$ cat src/rtl/imem_program_loader_pkg.sv
// Shared types and defaults for the instruction-memory program loader.
package imem_program_loader_pkg;

  localparam int unsigned DEF_DATA_W = 8;
  localparam int unsigned DEF_ADDR_W = 8;
  localparam int unsigned DEF_DEPTH  = 256;

  // Starting value of the running XOR checksum
  localparam logic [DEF_DATA_W-1:0] CKSUM_INIT = '0;

  typedef enum logic [2:0] {
    ST_IDLE,
    ST_LEN,
    ST_DATA,
    ST_CHECK,
    ST_DONE,
    ST_ERROR
  } state_t;

  // States in which a frame is being received
  function automatic logic is_busy(input state_t s);
    return (s == ST_LEN) || (s == ST_DATA) || (s == ST_CHECK);
  endfunction

endpackage

$ cat src/rtl/imem_program_loader_if.sv
// Byte-stream input and instruction-memory write bus of the loader.
interface imem_program_loader_if
  import imem_program_loader_pkg::*;
#(
  parameter int unsigned DATA_W = DEF_DATA_W,
  parameter int unsigned ADDR_W = DEF_ADDR_W
);

  logic              s_valid;
  logic [DATA_W-1:0] s_data;
  logic              s_ready;
  logic              wr_en;
  logic [ADDR_W-1:0] wr_addr;
  logic [DATA_W-1:0] wr_data;

  // Stream source that also observes the memory write bus
  modport master (
    output s_valid,
    output s_data,
    input  s_ready,
    input  wr_en,
    input  wr_addr,
    input  wr_data
  );

  // Loader side: consumes the stream and drives the memory write bus
  modport slave (
    input  s_valid,
    input  s_data,
    output s_ready,
    output wr_en,
    output wr_addr,
    output wr_data
  );

endinterface

$ cat src/rtl/imem_program_loader_write_port.sv
// Registered instruction-memory write stage with its address counter.
module imem_program_loader_write_port
  import imem_program_loader_pkg::*;
#(
  parameter int unsigned DATA_W    = DEF_DATA_W,
  parameter int unsigned ADDR_W    = DEF_ADDR_W,
  parameter int unsigned BASE_ADDR = 0
) (
  input  logic              clk,
  input  logic              reset,
  input  logic              clear,
  input  logic              accept,
  input  logic [DATA_W-1:0] data,
  output logic              wr_en,
  output logic [ADDR_W-1:0] wr_addr,
  output logic [DATA_W-1:0] wr_data,
  output logic [ADDR_W:0]   count
);

  localparam int unsigned CNT_W = ADDR_W + 1;

  // One write pulse per accepted byte; address is base plus bytes already written
  always_ff @(posedge clk or posedge reset) begin
    if (reset) begin
      wr_en   <= 1'b0;
      wr_addr <= ADDR_W'(BASE_ADDR);
      wr_data <= '0;
      count   <= '0;
    end else begin
      wr_en <= accept;
      if (accept) begin
        wr_addr <= ADDR_W'(BASE_ADDR) + count[ADDR_W-1:0];
        wr_data <= data;
      end
      if (clear) begin
        count <= '0;
      end else if (accept) begin
        count <= count + CNT_W'(1);
      end
    end
  end

endmodule

$ cat src/rtl/imem_program_loader.sv
// Loads a framed program (length, bytes, XOR checksum) into instruction
// memory and holds the processor in reset until the load is verified.
module imem_program_loader
  import imem_program_loader_pkg::*;
#(
  parameter int unsigned DATA_W    = DEF_DATA_W,
  parameter int unsigned ADDR_W    = DEF_ADDR_W,
  parameter int unsigned DEPTH     = DEF_DEPTH,
  parameter int unsigned BASE_ADDR = 0
) (
  input  logic                  clk,
  input  logic                  reset,
  input  logic                  start,
  imem_program_loader_if.slave  bus,
  output logic                  cpu_reset,
  output logic                  busy,
  output logic                  done,
  output logic                  error,
  output logic [ADDR_W:0]       loaded_count
);

  // Wide enough to compare any length byte against DEPTH without truncation
  localparam int unsigned LEN_W = DATA_W + ADDR_W + 2;

  state_t            state;
  state_t            state_next;
  logic [DATA_W-1:0] remaining;
  logic [DATA_W-1:0] remaining_next;
  logic [DATA_W-1:0] acc;
  logic [DATA_W-1:0] acc_next;
  logic              xfer_c;
  logic              clear_c;
  logic              accept_c;

  assign xfer_c = bus.s_valid & bus.s_ready;

  // Next-state, length counter and checksum update
  always_comb begin
    state_next     = state;
    remaining_next = remaining;
    acc_next       = acc;
    clear_c        = 1'b0;
    accept_c       = 1'b0;
    case (state)
      ST_IDLE, ST_DONE, ST_ERROR: begin
        if (start) begin
          state_next = ST_LEN;
          clear_c    = 1'b1;
          acc_next   = DATA_W'(CKSUM_INIT);
        end
      end
      ST_LEN: begin
        if (xfer_c) begin
          remaining_next = bus.s_data;
          if ((bus.s_data == '0) || (LEN_W'(bus.s_data) > LEN_W'(DEPTH))) begin
            state_next = ST_ERROR;
          end else begin
            state_next = ST_DATA;
          end
        end
      end
      ST_DATA: begin
        if (xfer_c) begin
          accept_c       = 1'b1;
          acc_next       = acc ^ bus.s_data;
          remaining_next = remaining - DATA_W'(1);
          if (remaining == DATA_W'(1)) begin
            state_next = ST_CHECK;
          end
        end
      end
      ST_CHECK: begin
        if (xfer_c) begin
          state_next = (bus.s_data == acc) ? ST_DONE : ST_ERROR;
        end
      end
      default: state_next = ST_IDLE;
    endcase
  end

  // State register; status outputs are registered from the next state
  always_ff @(posedge clk or posedge reset) begin
    if (reset) begin
      state       <= ST_IDLE;
      remaining   <= '0;
      acc         <= DATA_W'(CKSUM_INIT);
      bus.s_ready <= 1'b0;
      busy        <= 1'b0;
      cpu_reset   <= 1'b1;
      done        <= 1'b0;
      error       <= 1'b0;
    end else begin
      state       <= state_next;
      remaining   <= remaining_next;
      acc         <= acc_next;
      bus.s_ready <= is_busy(state_next);
      busy        <= is_busy(state_next);
      cpu_reset   <= (state_next != ST_DONE);
      done        <= (state_next == ST_DONE);
      error       <= (state_next == ST_ERROR);
    end
  end

  imem_program_loader_write_port #(
    .DATA_W    (DATA_W),
    .ADDR_W    (ADDR_W),
    .BASE_ADDR (BASE_ADDR)
  ) u_write_port (
    .clk     (clk),
    .reset   (reset),
    .clear   (clear_c),
    .accept  (accept_c),
    .data    (bus.s_data),
    .wr_en   (bus.wr_en),
    .wr_addr (bus.wr_addr),
    .wr_data (bus.wr_data),
    .count   (loaded_count)
  );

endmodule

$ cat src/flat_wrapper.sv
// flat-port wrapper written by rule: the top's interface ports become plain ports
module imem_program_loader_flat import imem_program_loader_pkg::*;
#(
  parameter int unsigned DATA_W    = DEF_DATA_W,
  parameter int unsigned ADDR_W    = DEF_ADDR_W,
  parameter int unsigned DEPTH     = DEF_DEPTH,
  parameter int unsigned BASE_ADDR = 0
)
  (clk, reset, start, cpu_reset, busy, done, error, loaded_count, bus_s_valid, bus_s_data, bus_s_ready, bus_wr_en, bus_wr_addr, bus_wr_data);
  imem_program_loader_if #(.DATA_W(DATA_W), .ADDR_W(ADDR_W)) bus_i ();
  input  logic clk;
  input  logic reset;
  input  logic start;
  output logic cpu_reset;
  output logic busy;
  output logic done;
  output logic error;
  output logic [ADDR_W:0] loaded_count;
  input wire logic [$bits(bus_i.s_valid)-1:0] bus_s_valid;
  input wire logic [$bits(bus_i.s_data)-1:0] bus_s_data;
  output wire logic [$bits(bus_i.s_ready)-1:0] bus_s_ready;
  output wire logic [$bits(bus_i.wr_en)-1:0] bus_wr_en;
  output wire logic [$bits(bus_i.wr_addr)-1:0] bus_wr_addr;
  output wire logic [$bits(bus_i.wr_data)-1:0] bus_wr_data;
  assign bus_i.s_valid = bus_s_valid;
  assign bus_i.s_data = bus_s_data;
  assign bus_s_ready = bus_i.s_ready;
  assign bus_wr_en = bus_i.wr_en;
  assign bus_wr_addr = bus_i.wr_addr;
  assign bus_wr_data = bus_i.wr_data;
  imem_program_loader #(.DATA_W(DATA_W), .ADDR_W(ADDR_W), .DEPTH(DEPTH), .BASE_ADDR(BASE_ADDR)) u_core (.clk(clk), .reset(reset), .start(start), .bus(bus_i), .cpu_reset(cpu_reset), .busy(busy), .done(done), .error(error), .loaded_count(loaded_count));
endmodule
$ cat config.mk
export PLATFORM = sky130hd
export DESIGN_NAME = imem_program_loader_flat
export DESIGN_NICKNAME = d
export VERILOG_FILES = /design/src/rtl/imem_program_loader_pkg.sv /design/src/rtl/imem_program_loader_if.sv /design/src/rtl/imem_program_loader_write_port.sv /design/src/rtl/imem_program_loader.sv /design/src/flat_wrapper.sv
export SDC_FILE = /design/constraint.sdc
export NUM_CORES = 1
export LEC_CHECK = 0
export ABC_AREA = 1
export CORE_AREA = 2 2 72 87
export DETAILED_ROUTE_END_ITERATION = 10
export DIE_AREA = 0 0 74 89
export PLACE_DENSITY_LB_ADDON = 0.25
export SLEW_MARGIN = 10
export SYNTH_ARGS = -nofsm -noshare
export SYNTH_HDL_FRONTEND = slang
export SYNTH_HIERARCHICAL = 1
export SYNTH_SLANG_ARGS = --single-unit
$ cat constraint.sdc
create_clock -name clk -period 2 [get_ports clk]
set_clock_uncertainty 0.15 [all_clocks]
set_input_delay 0.3 -clock clk [delete_from_list [all_inputs] [get_ports clk]]
set_output_delay 0.3 -clock clk [all_outputs]
set_load 0.05 [all_outputs]
## Word level (Yosys, flattened, before mapping)

Cells that the tools add are included.

- Input port bits: 12
- Output and inout bits: 31
- Bits in registers: 49

- Bitwise gates (word level): 2
- $add $sub $neg: 2
- Equal/unequal tests: 16
- Reduce and logical (&&, ||, !) cells: 10
- Mux-type cells: 20

Operators by type and width:

| kind | number |
|---|---|
| $mux W8 | 4 |
| $pmux W8 S2 | 2 |
| $mux W3 | 6 |
| $mux W9 | 2 |
| $eq A3 B2 Y1 const B | 4 |
| $eq A3 B3 Y1 const B | 4 |
| $pmux W3 S4 | 1 |
| $add A9 B1 Y9 const B | 1 |
| $eq A8 B1 Y1 const B | 1 |
| $eq A8 B8 Y1 | 1 |
| $logic_not A8 Y1 | 1 |
| $sub A8 B1 Y8 const B | 1 |
| $xor A8 B8 Y8 | 1 |
| $eq A3 B1 Y1 const B | 2 |
| $reduce_and A3 Y1 | 2 |
| $reduce_bool A2 Y1 | 3 |
| $mux W1 | 5 |
| $ne A2 B1 Y1 const B | 2 |
| $logic_not A3 Y1 | 1 |
| $ne A3 B3 Y1 const B | 1 |
| $reduce_or A3 Y1 | 1 |
| $logic_or A1 B1 Y1 | 2 |
| $ne A2 B2 Y1 const B | 1 |
| $and A1 B1 Y1 | 1 |

## Depth between registers and ports, before layout

- Depth after elaboration: 7
- Depth in mapped cells: 11
- Mapped depth without buffers: 10

## Modules after synthesis

The synthesis kept the hierarchy.

By module, submodules not included:

| module | sequential area each (µm²) | area each (µm²) | cells each | times used |
|---|---|---|---|---|
| imem_program_loader | 576.8 | 1385.1 | 186 | 1 |
| imem_program_loader_write_port | 650.6 | 1114.8 | 125 | 1 |

## Worst setup path after synthesis

Ideal clock, no wire load.

- Path kind: register -> register
- Start point: register, netlist name u_core/busy
- End point: register u_core.u_write_port.count[6]
- Buffers on the path: 1
- Setup slack: 0.114 ns
- Cell stages (with the launch flop): 9
- Clock period less this slack: 1.886 ns
- Setup time: 0.114 ns
- Data arrival time: 1.621 ns
- Cell sequence: dfrtp_1 -> nand2_1 -> nor2_4 -> buf_6 -> nand2_4 -> nor2_8 -> nand3b_1 -> nand2_1 -> nor2_2

RTL lines:

| what | RTL line | source |
|---|---|---|
| end signal: assignment | imem_program_loader_write_port.sv:38 | `count <= count + CNT_W'(1);` |
| end: declaration | imem_program_loader_write_port.sv:17 | `output logic [ADDR_W:0] count` |

## Worst setup path in the final report

- Start point: register u_core.u_write_port.count[8]
- End point: output loaded_count[8]

RTL lines:

| what | RTL line | source |
|---|---|---|
| end: declaration | flat_wrapper.sv:18 | `output logic [ADDR_W:0] loaded_count;` |

No word-level cell between the ends.

==> flow_summary.toml <==
[outcome]
status = "finished, final reports clean"

[worst_setup_path]
r2r-start = "u_core/state[2]$_DFF_PP0_"
crit_buf_inv = 1
critical_path_class = "reg -> out"
critical_path.max_fanout = 3
crit_family = "buffers and inverters"
crit_arrival_ns = 1.50
rr_worst_depth = 9
cp-start-kind = "register"
r2r-end = "u_core/u_write_port/count[6]$_DFFE_PP0P_"
critPathCaptureType = "primary output"
slowest_stage = "clkdlybuf4s50_1"
rrSetupSlack_ns = 0.20
crit_path_start = "u_core/u_write_port/count[8]$_DFFE_PP0P_"
slowest_delay_ns = 0.81
cp_data_required_time_ns = 1.55
crit_chain = "clkdlybuf4s50_1"

[synth]
synth_ff_type = "dfrtp_1"
synth_edf_count = 0
synth_cells = 311
synthMuxAreaShare = 0
syn_nets = 326
ys_async_sr_fraction = 1.00
post-synth-top-area-cell = "dfrtp_1"
synth_adder_area_share = 0.0150
yosys.area_share.simple = 0.296
synth_cell_types = 30
ys_ff_latch = 49
syn-cell-area_um2 = 2500
synth_top_cell_area_share = 0.480
synth_area_per_cell_um2 = 8.04
synthXorXnorAreaFrac = 0.0140
synth_compound_area_frac = 0.101
yosysWarningCount = 6
netlist_top_cells_area = "dfrtp_1, nand2_1, inv_1"
synth_top_family_by_area = "simple AND/OR/NAND/NOR gates"
synth-seq-area-share = 0.491

[power_and_ir_drop]
vdd_ir_drop_max_mv = 0.743
p_total_uw = 4290
powerDensity_nw_per_um2 = 1380
power_leakage_uw = 0.00162

[routing]
detail_route.first_pass.iterations = 5
num_vias = 2147
vias_per_cell = 4.84
drt_iter0_drc = 140
final_antenna_net_count = 0
wl_per_cell_um = 12.7
drt-total-wl_um = 5650
drc = 0

[grt]
busiest_layer = "met2"
grt_overflow = 0
grt_max_degree = 27
antenna_found_initial = 0
grt_pass1_wl_um = 9400
grtUsageTotal = 0.184
grt_pass1_vias = 2077
use_met3 = 0.0282
use_met2 = 0.340
grt_util_met1 = 0.223

[cells_and_area]
layout-drive-gt1-share = 0.137
post-route-util = 0.550
nNetsFinal = 378
fillCellCount = 576
diodes = 0
syn2layout_area_growth_pct = 24.6

[timing]
finalHoldViolCount = 0
period_needed_ns = 1.95
setup_viol = 0
rsz0062_at_grt = "no"
tns_ns = 0
slew_headroom = 0.660
min_period_over_period = 0.975
tightest_slew_ns = 0.508
max_freq_mhz = 513
finalMaxSlewViolations = 0

[cts]
numCtsBuffers = 5
cts.clk_slew.worst_paths_ns = 0.09
postCtsSetupRepairBufs = 0
clockBufferDepth = 2
clock_latency_ns = 0.30
cts_tree = "done"
htreeDepth = 2
clock_tree.root_cell = "clkbuf_8"
cts_sinks = 49

[floorplanning]
ios = 43
die_y_um = 89
die_area_um2 = 6590
core_area_um2 = 5670
start_util = 0.441
rows = 30
die_w_um = 74

[worst_hold_path]
hold_class = "in -> async"

[placement]
dp_hpwl_um = 4290
gp_congestion = 0.901
port_buffers = 42

[run]
cap_viol_max_count = 0
==> synthesized netlist by cell type (4+ instances only) <==
library cell  instances
nand3_1              16
o21ai_0              19
nor2_4                4
a21oi_1               9
o21ai_1               6
dfrtp_1              48
inv_2                 5
nor2_1               25
nand2_1             101
o22ai_1               7
xor2_1                4
inv_1                36
==> sequential cells by signal, summed over array words and instances, names as in the netlist, 3 cells and up <==
register,cells
u_core/acc,8
u_core/u_write_port/count,9
u_core/u_write_port/wr_addr,8
u_core/remaining,8
u_core/state,3
u_core/u_write_port/wr_data,8
==> report_power, final <==
part	switching, uW	internal [uW]	total [uW]
combinational	1450	702	2150
clock	345	247	592
sequential	234	1320	1550
total	2030	2260	4290
==> worst max-delay path by stage <==
stage / end / slack, ns / cells after the start
5_1_grt: loaded_count[8] / 0.007 / 1
3_5_place_dp: u_core/remaining[3]$_DFFE_PP0P_ / 0.02 / 9
2_1_floorplan: u_core/u_write_port/count[6]$_DFFE_PP0P_ / 0.11 / 8
6_report: loaded_count[8] / 0.05 / 1
3_3_place_gp: u_core/state[2]$_DFF_PP0_ / 0.07 / 8
4_1_cts: bus_s_ready / 0.02 / 1
==> final cells by class <==
type	count	area [um^2]	share of cell area
clock buffers	6	72.6	0.0233
clock inverters	2	15.0	0.00482
multi-input cells	214	1070	0.342
repair buffers	52	480	0.154
well taps	80	100	0.0321
inverters	41	154	0.0494
flip-flops and latches	49	1230	0.394
==> per-stage QoR <==
stage / hold WS, ns / setup WS (ns) / instance area [um^2] / cells
global placement: 0.307 / 0.0674 / 3020 / 436
CTS: 0.223 / 0.0198 / 3110 / 444
finish: 0.210 / 0.0506 / 3120 / 444
detailed placement: 0.311 / 0.0152 / 3020 / 436
global route: 0.254 / 0.00673 / 3120 / 444
floorplan: 0.151 / 0.114 / 2500 / 311
==> cell usage in the layout, fill, tap and decap left out <==
master	netlist	layout
a21oi_1	9	9
a21oi_2	1	1
buf_4	2	19
clkbuf_1	0	1
clkbuf_8	0	5
clkdlybuf4s50_1	0	30
clkinvlp_4	0	2
dfrtp_1	48	48
dfstp_2	1	1
dlymetal6s2s_1	0	3
ha_1	3	3
inv_1	36	36
inv_2	5	5
nand2_1	101	101
nand2_2	3	3
nand2_4	3	3
nand3_1	16	16
nand3_2	1	1
nand3b_1	2	2
nor2_1	25	25
nor2_2	3	3
nor2_4	4	4
nor2_8	1	1
nor3_2	1	1
nor3_4	1	1
o211ai_1	2	2
o21a_1	1	1
o21ai_0	19	19
o21ai_1	6	6
o22ai_1	7	7
o31ai_1	1	1
xor2_1	4	4
==> kinds of logic after synthesis <==
group                      Yosys count
xor gates and xnor gates             4
DFF                                 49
AOI/OAI and AO/OA                   46
buffers and inverters               48
adders and majority gates            3
and+or+nand+nor                    161
==> metal layers <==
layer	routed length, um	up-vias	part of all wire
li1	-	1074	-
met1	2410	1022	0.43
met5	0	-	0
met4	43	0	0.0076
met3	202	5	0.036
met2	2990	46	0.53
==> what timing repair did <==
action                     4_1_cts  5_1_grt
resized for setup                0        3
hold buffers                     0        0
setup endpoints to repair        0        3
No activity file was read; power rests on OpenSTA's default activity.
==> edit 1: new RTL, config.mk and constraints unchanged <==
The output `error` loses its register stage (`error` becomes a continuous assignment).
--- a/src/rtl/imem_program_loader.sv
+++ b/src/rtl/imem_program_loader.sv
@@ -88,7 +88,6 @@
       busy        <= 1'b0;
       cpu_reset   <= 1'b1;
       done        <= 1'b0;
-      error       <= 1'b0;
     end else begin
       state       <= state_next;
       remaining   <= remaining_next;
@@ -97,9 +96,10 @@
       busy        <= is_busy(state_next);
       cpu_reset   <= (state_next != ST_DONE);
       done        <= (state_next == ST_DONE);
-      error       <= (state_next == ST_ERROR);
     end
   end
+
+  assign error = (state_next == ST_ERROR);
 
   imem_program_loader_write_port #(
     .DATA_W    (DATA_W),
Function: changed (a bounded check fails within 4 cycles, from zero or initial values and one cycle with reset high).
==> edit 1 against the unedited design <==
The flow now finishes with violations (setup timing). Largest cell class unchanged. Maximum frequency decreased by 3.9%. Core utilization rose by 5.2 points. Setup slack got worse by 0.079 ns. Routed wire length increased by 3.3%. Final area grew 9.4%. Synthesized cell count down 0.96%. Die area unchanged. Synthesized area grew 1.7%. First-iteration DRC count decreased by 31%. Sequential cell count decreased by 1. Total power is 11% higher. Via count is 3.0% higher.
==> edit 1: results (changes against the unedited design) <==
status -> finished with violations
failing checks -> setup timing
non-clock buffer total of the final layout -> 76 (+46%)
slowest CP cell -> dfrtp_1
Routed WL per cell -> 12.52 um (-1.5%)
DRT Pass-1 Iters -> 4 (-1)
fin nets -> 400 (+5.8%)
Placed Area -> 3184 um2 (+5.4%)
Final Instance Area -> 3408 um2 (+9.4%)
Post-synth top cells -> nand2_1 (101), dfrtp_1 (47), inv_1 (33)
final setup vio count -> 1 (+1)
number of distinct library cells after synthesis -> 34 (+13%)
Non-clock buffer share -> 19.16% (+3.7 points)
first-pass GRT wire length -> 9915 um (+5.5%)
synth top area cells -> dfrtp_1 (46%), nand2_1 (15%), inv_1 (4.9%), nor2_1 (3.4%), o21ai_0 (3.1%)
pre-CTS WS -> -0.2080 ns (-0.2232 ns)
syn_nets -> 323 (-0.92%)
#MultiIn Comb -> 213 (-0.47%)
multi-input logic portion of the cell area -> 34.21% (about the same)
Global Route Usage Sum -> 19.53% (+1.1 points)
vias in the first global route -> 2,240 (+7.8%)
CP delay by family, top -> simple AND/OR/NAND/NOR gates
ratio of cells with drive above 1 in the final layout -> 24.87% (+11 points)
register area share after synthesis -> 47.29% (-1.8 points)
GP Congestion -> 0.8275 (-8.2%)
initial DRC count -> 97 (-31%)
Reg area -> 1204 um2 (-1.9%)
Leakage -> 0.001803 uW (+11%)
Via-to-Cell Ratio -> 4.747 (-1.8%)
clk sink count -> 48 (-2.0%)
Post-DP HPWL -> 4310 um (+0.39%)
setup ws final -> -0.02869 ns (-0.07930 ns)
==> edit 1: through the flow <==
stage	instances	power (uW)	TNS [ns]
after floorplan	308	3199	0
final	466	4775	-0.02869
after detailed placement	447	3897	-0.2080
after global routing	466	5071	-0.1340
after global placement	447	3860	-0.2175
after CTS	463	4735	-0.04046
==> edit 1: power breakdown <==
| group | internal, uW | total (uW) | switching [uW] |
|---|---|---|---|
| sequential | 1290 | 1520 | 224 |
| combinational | 895 | 2520 | 1630 |
| clock | 409 | 738 | 329 |
| total | 2600 | 4780 | 2180 |
==> edit 1: final timing paths <==
kind / from / slack [ns] / endpoint / cells after the start
hold / removal: reset / 0.21 / u_core/remaining[3] / 3
max in group asynchronous: reset / 1.20 / u_core/cpu_reset / 3
hold reg to reg: u_core/u_write_port/wr_data[4] / 0.32 / u_core/u_write_port/wr_data[4] / 2
setup / recovery: u_core/remaining[2] / -0.03 / error / 8
setup reg to reg: u_core/remaining[2] / 0.07 / u_core/remaining[4] / 12
min in group clk: bus_s_data[6] / 0.26 / u_core/u_write_port/wr_data[6] / 3
==> edit 1: cell families (layout without fill, tap and decap cells) <==
kind of cell    count (synthesis)  in the layout  synth area share [%]
flops                          48             48                 47.29
fa+ha+maj                       3              3                 1.477
compound gates                 46             46                 10.53
buf+inv                        47            125                 8.316
simple gates                  160            160                 31.00
xor+xnor                        4              4                 1.378
==> edit 1: what timing repair did <==
action                                  CTS  global route
endpoints found under the setup margin    1             2
resized for setup                        13             7
pin swaps                                 8             4
setup buffers                             8             3
==> edit 1: per-layer routing <==
layer,global-route usage (%),vias up,part of all wire [%]
met1,22.38,1025,41
met5,0,-,0
li1,-,1121,-
met2,35.96,55,53
met3,2.818,11,3.1
met4,8.099,0,2.6
==> edit 2: new RTL, config.mk and constraints unchanged <==
Made on the original files. Change the package constant `DEF_ADDR_W` from 8 to 9.
--- a/src/rtl/imem_program_loader_pkg.sv
+++ b/src/rtl/imem_program_loader_pkg.sv
@@ -2,7 +2,7 @@
 package imem_program_loader_pkg;
 
   localparam int unsigned DEF_DATA_W = 8;
-  localparam int unsigned DEF_ADDR_W = 8;
+  localparam int unsigned DEF_ADDR_W = 9;
   localparam int unsigned DEF_DEPTH  = 256;
 
   // Starting value of the running XOR checksum
Ports: changed (resized bus_wr_addr and loaded_count); port bits go from 43 to 45. No check against the original RTL was run, so the function may have changed too.
==> edit 2 against the unedited design <==
Final area increased by 3.2%. Sequential cell count increased by 2. Synthesized area increased by 2.8%. Routed wire length decreased by 4.6%. Maximum frequency increased by 0.21%. Setup slack improved by 0.0041 ns. Total power increased by 2.2%. Highest routed layer unchanged. First-iteration DRC count decreased by 47%.
==> edit 2: results (changes against the unedited design) <==
Max Root-Sink Buffers -> 2 (unchanged)
GP Congestion -> 0.8422 (-6.5%)
fillcell total -> 518 (-10%)
initial DRC count -> 74 (-47%)
synth top area cells -> dfrtp_1 (49%), nand2_1 (15%), inv_1 (6.3%), nor2_1 (4.1%), o21ai_0 (3.5%)
Non-Filler Instances -> 461 (+3.8%)
Setup Buffers After CTS -> 0 (unchanged)
slowest CP cell -> clkdlybuf4s50_1
Routed WL per cell -> 11.68 um (-8.1%)
Syn Area/Cell -> 7.932 um2 (-1.3%)
vias in the first global route -> 2,077 (unchanged)
Placed Area -> 3126 um2 (+3.5%)
crit path from -> u_core/u_write_port/count[4]
# resized after CTS -> 0 (unchanged)
Leakage -> 0.001626 uW (+0.16%)
reg2reg end -> u_core/u_write_port/count[9]
syn_nets -> 339 (+4.0%)
ratio of cells with drive above 1 in the final layout -> 13.65% (-0.088 points)
Slew @ Worst Pin -> 0.6524 ns (+0.1447 ns)
largest registers -> u_core/u_write_port/count (10), u_core/u_write_port/wr_addr (9)
Post-DP HPWL -> 4110 um (-4.3%)
first-pass GRT wire length -> 9149 um (-2.6%)
root buf cell -> clkbuf_8
Post-synth top cells -> nand2_1 (100), dfrtp_1 (50), inv_1 (43)
placed cells -> 453 (+3.9%)
Global Route Usage Sum -> 17.71% (-0.71 points)
H-tree levels -> 2 (unchanged)
synth warn -> 6 (unchanged)
critical path endpoint -> loaded_count[4]
fin nets -> 395 (+4.5%)
DRT Pass-1 Iters -> 4 (-1)
register area share after synthesis -> 49.71% (+0.61 points)
CP delay by family, top -> buffers and inverters
cell count of the worst reg-to-reg path -> 9 (unchanged)
ys async rst share -> 100.0% (unchanged)
Peak supply drop -> 0.5050 mV (-32%)
I/O Buffers -> 44 (+4.8%)
Via-to-Cell Ratio -> 4.681 (-3.2%)
largest net degree at the start of global routing -> 29 (+7.4%)
reg-to-reg slack, setup -> 0.22 ns (+0.02 ns)
status -> finished, final reports clean
==> edit 2: cell types whose count changed after synthesis, moves of 2 or more <==
cell	delta
nand4_1	+2
inv_1	+7
dfrtp_1	+2
nand2_2	+2
buf_2	+2
nor2_1	+3
nand3_1	-2
o21ai_1	+3
==> edit 2: through the flow <==
step	hold WS, ns	utilization, %	power [uW]	setup WS, ns
floorplan	0.1512	-	3205	0.1299
global placement	0.3033	55.14	3785	0.04110
detailed placement	0.3073	55.14	3826	0.02790
CTS	0.2227	56.64	4411	0.04560
global route	0.2357	56.73	4706	0.002532
finish	0.2089	56.73	4386	0.05475
==> edit 2: per-layer routing <==
| layer | vias up | GRT usage (%) | part of all wire [%] |
|---|---|---|---|
| li1 | 1126 | - | - |
| met1 | 1001 | 21.33 | 45 |
| met2 | 26 | 32.22 | 51 |
| met3 | 5 | 3.382 | 2.5 |
| met4 | 0 | 4.463 | 0.89 |
| met5 | - | 0 | 0 |
==> edit 2: logic make-up after synthesis <==
group                    count (synthesis)  share of synthesized area, %
AO/OA/AOI/OAI                           49                         10.52
XOR/XNOR                                 4                         1.363
AND/OR/NAND/NOR                        162                         27.99
buffers and inverters                   55                         8.958
adder cells (fa/ha/maj)                  3                         1.461
flip-flops                              51                         49.71
==> edit 2: final cells by class <==
cell class / count / area [um2] / area share [%]
well taps: 80 / 100.1 / 3.113
clock inverters: 2 / 12.51 / 0.3891
inverters: 48 / 180.2 / 5.603
multi-input cells: 218 / 1067 / 33.19
clock buffers: 6 / 72.57 / 2.257
flip-flops and latches: 51 / 1277 / 39.73
repair buffers: 56 / 505.5 / 15.72
==> edit 2: report_power, final <==
group / switching [uW] / internal (uW) / total (uW)
combinational: 1480 / 734 / 2210
clock: 344 / 245 / 589
sequential: 224 / 1360 / 1590
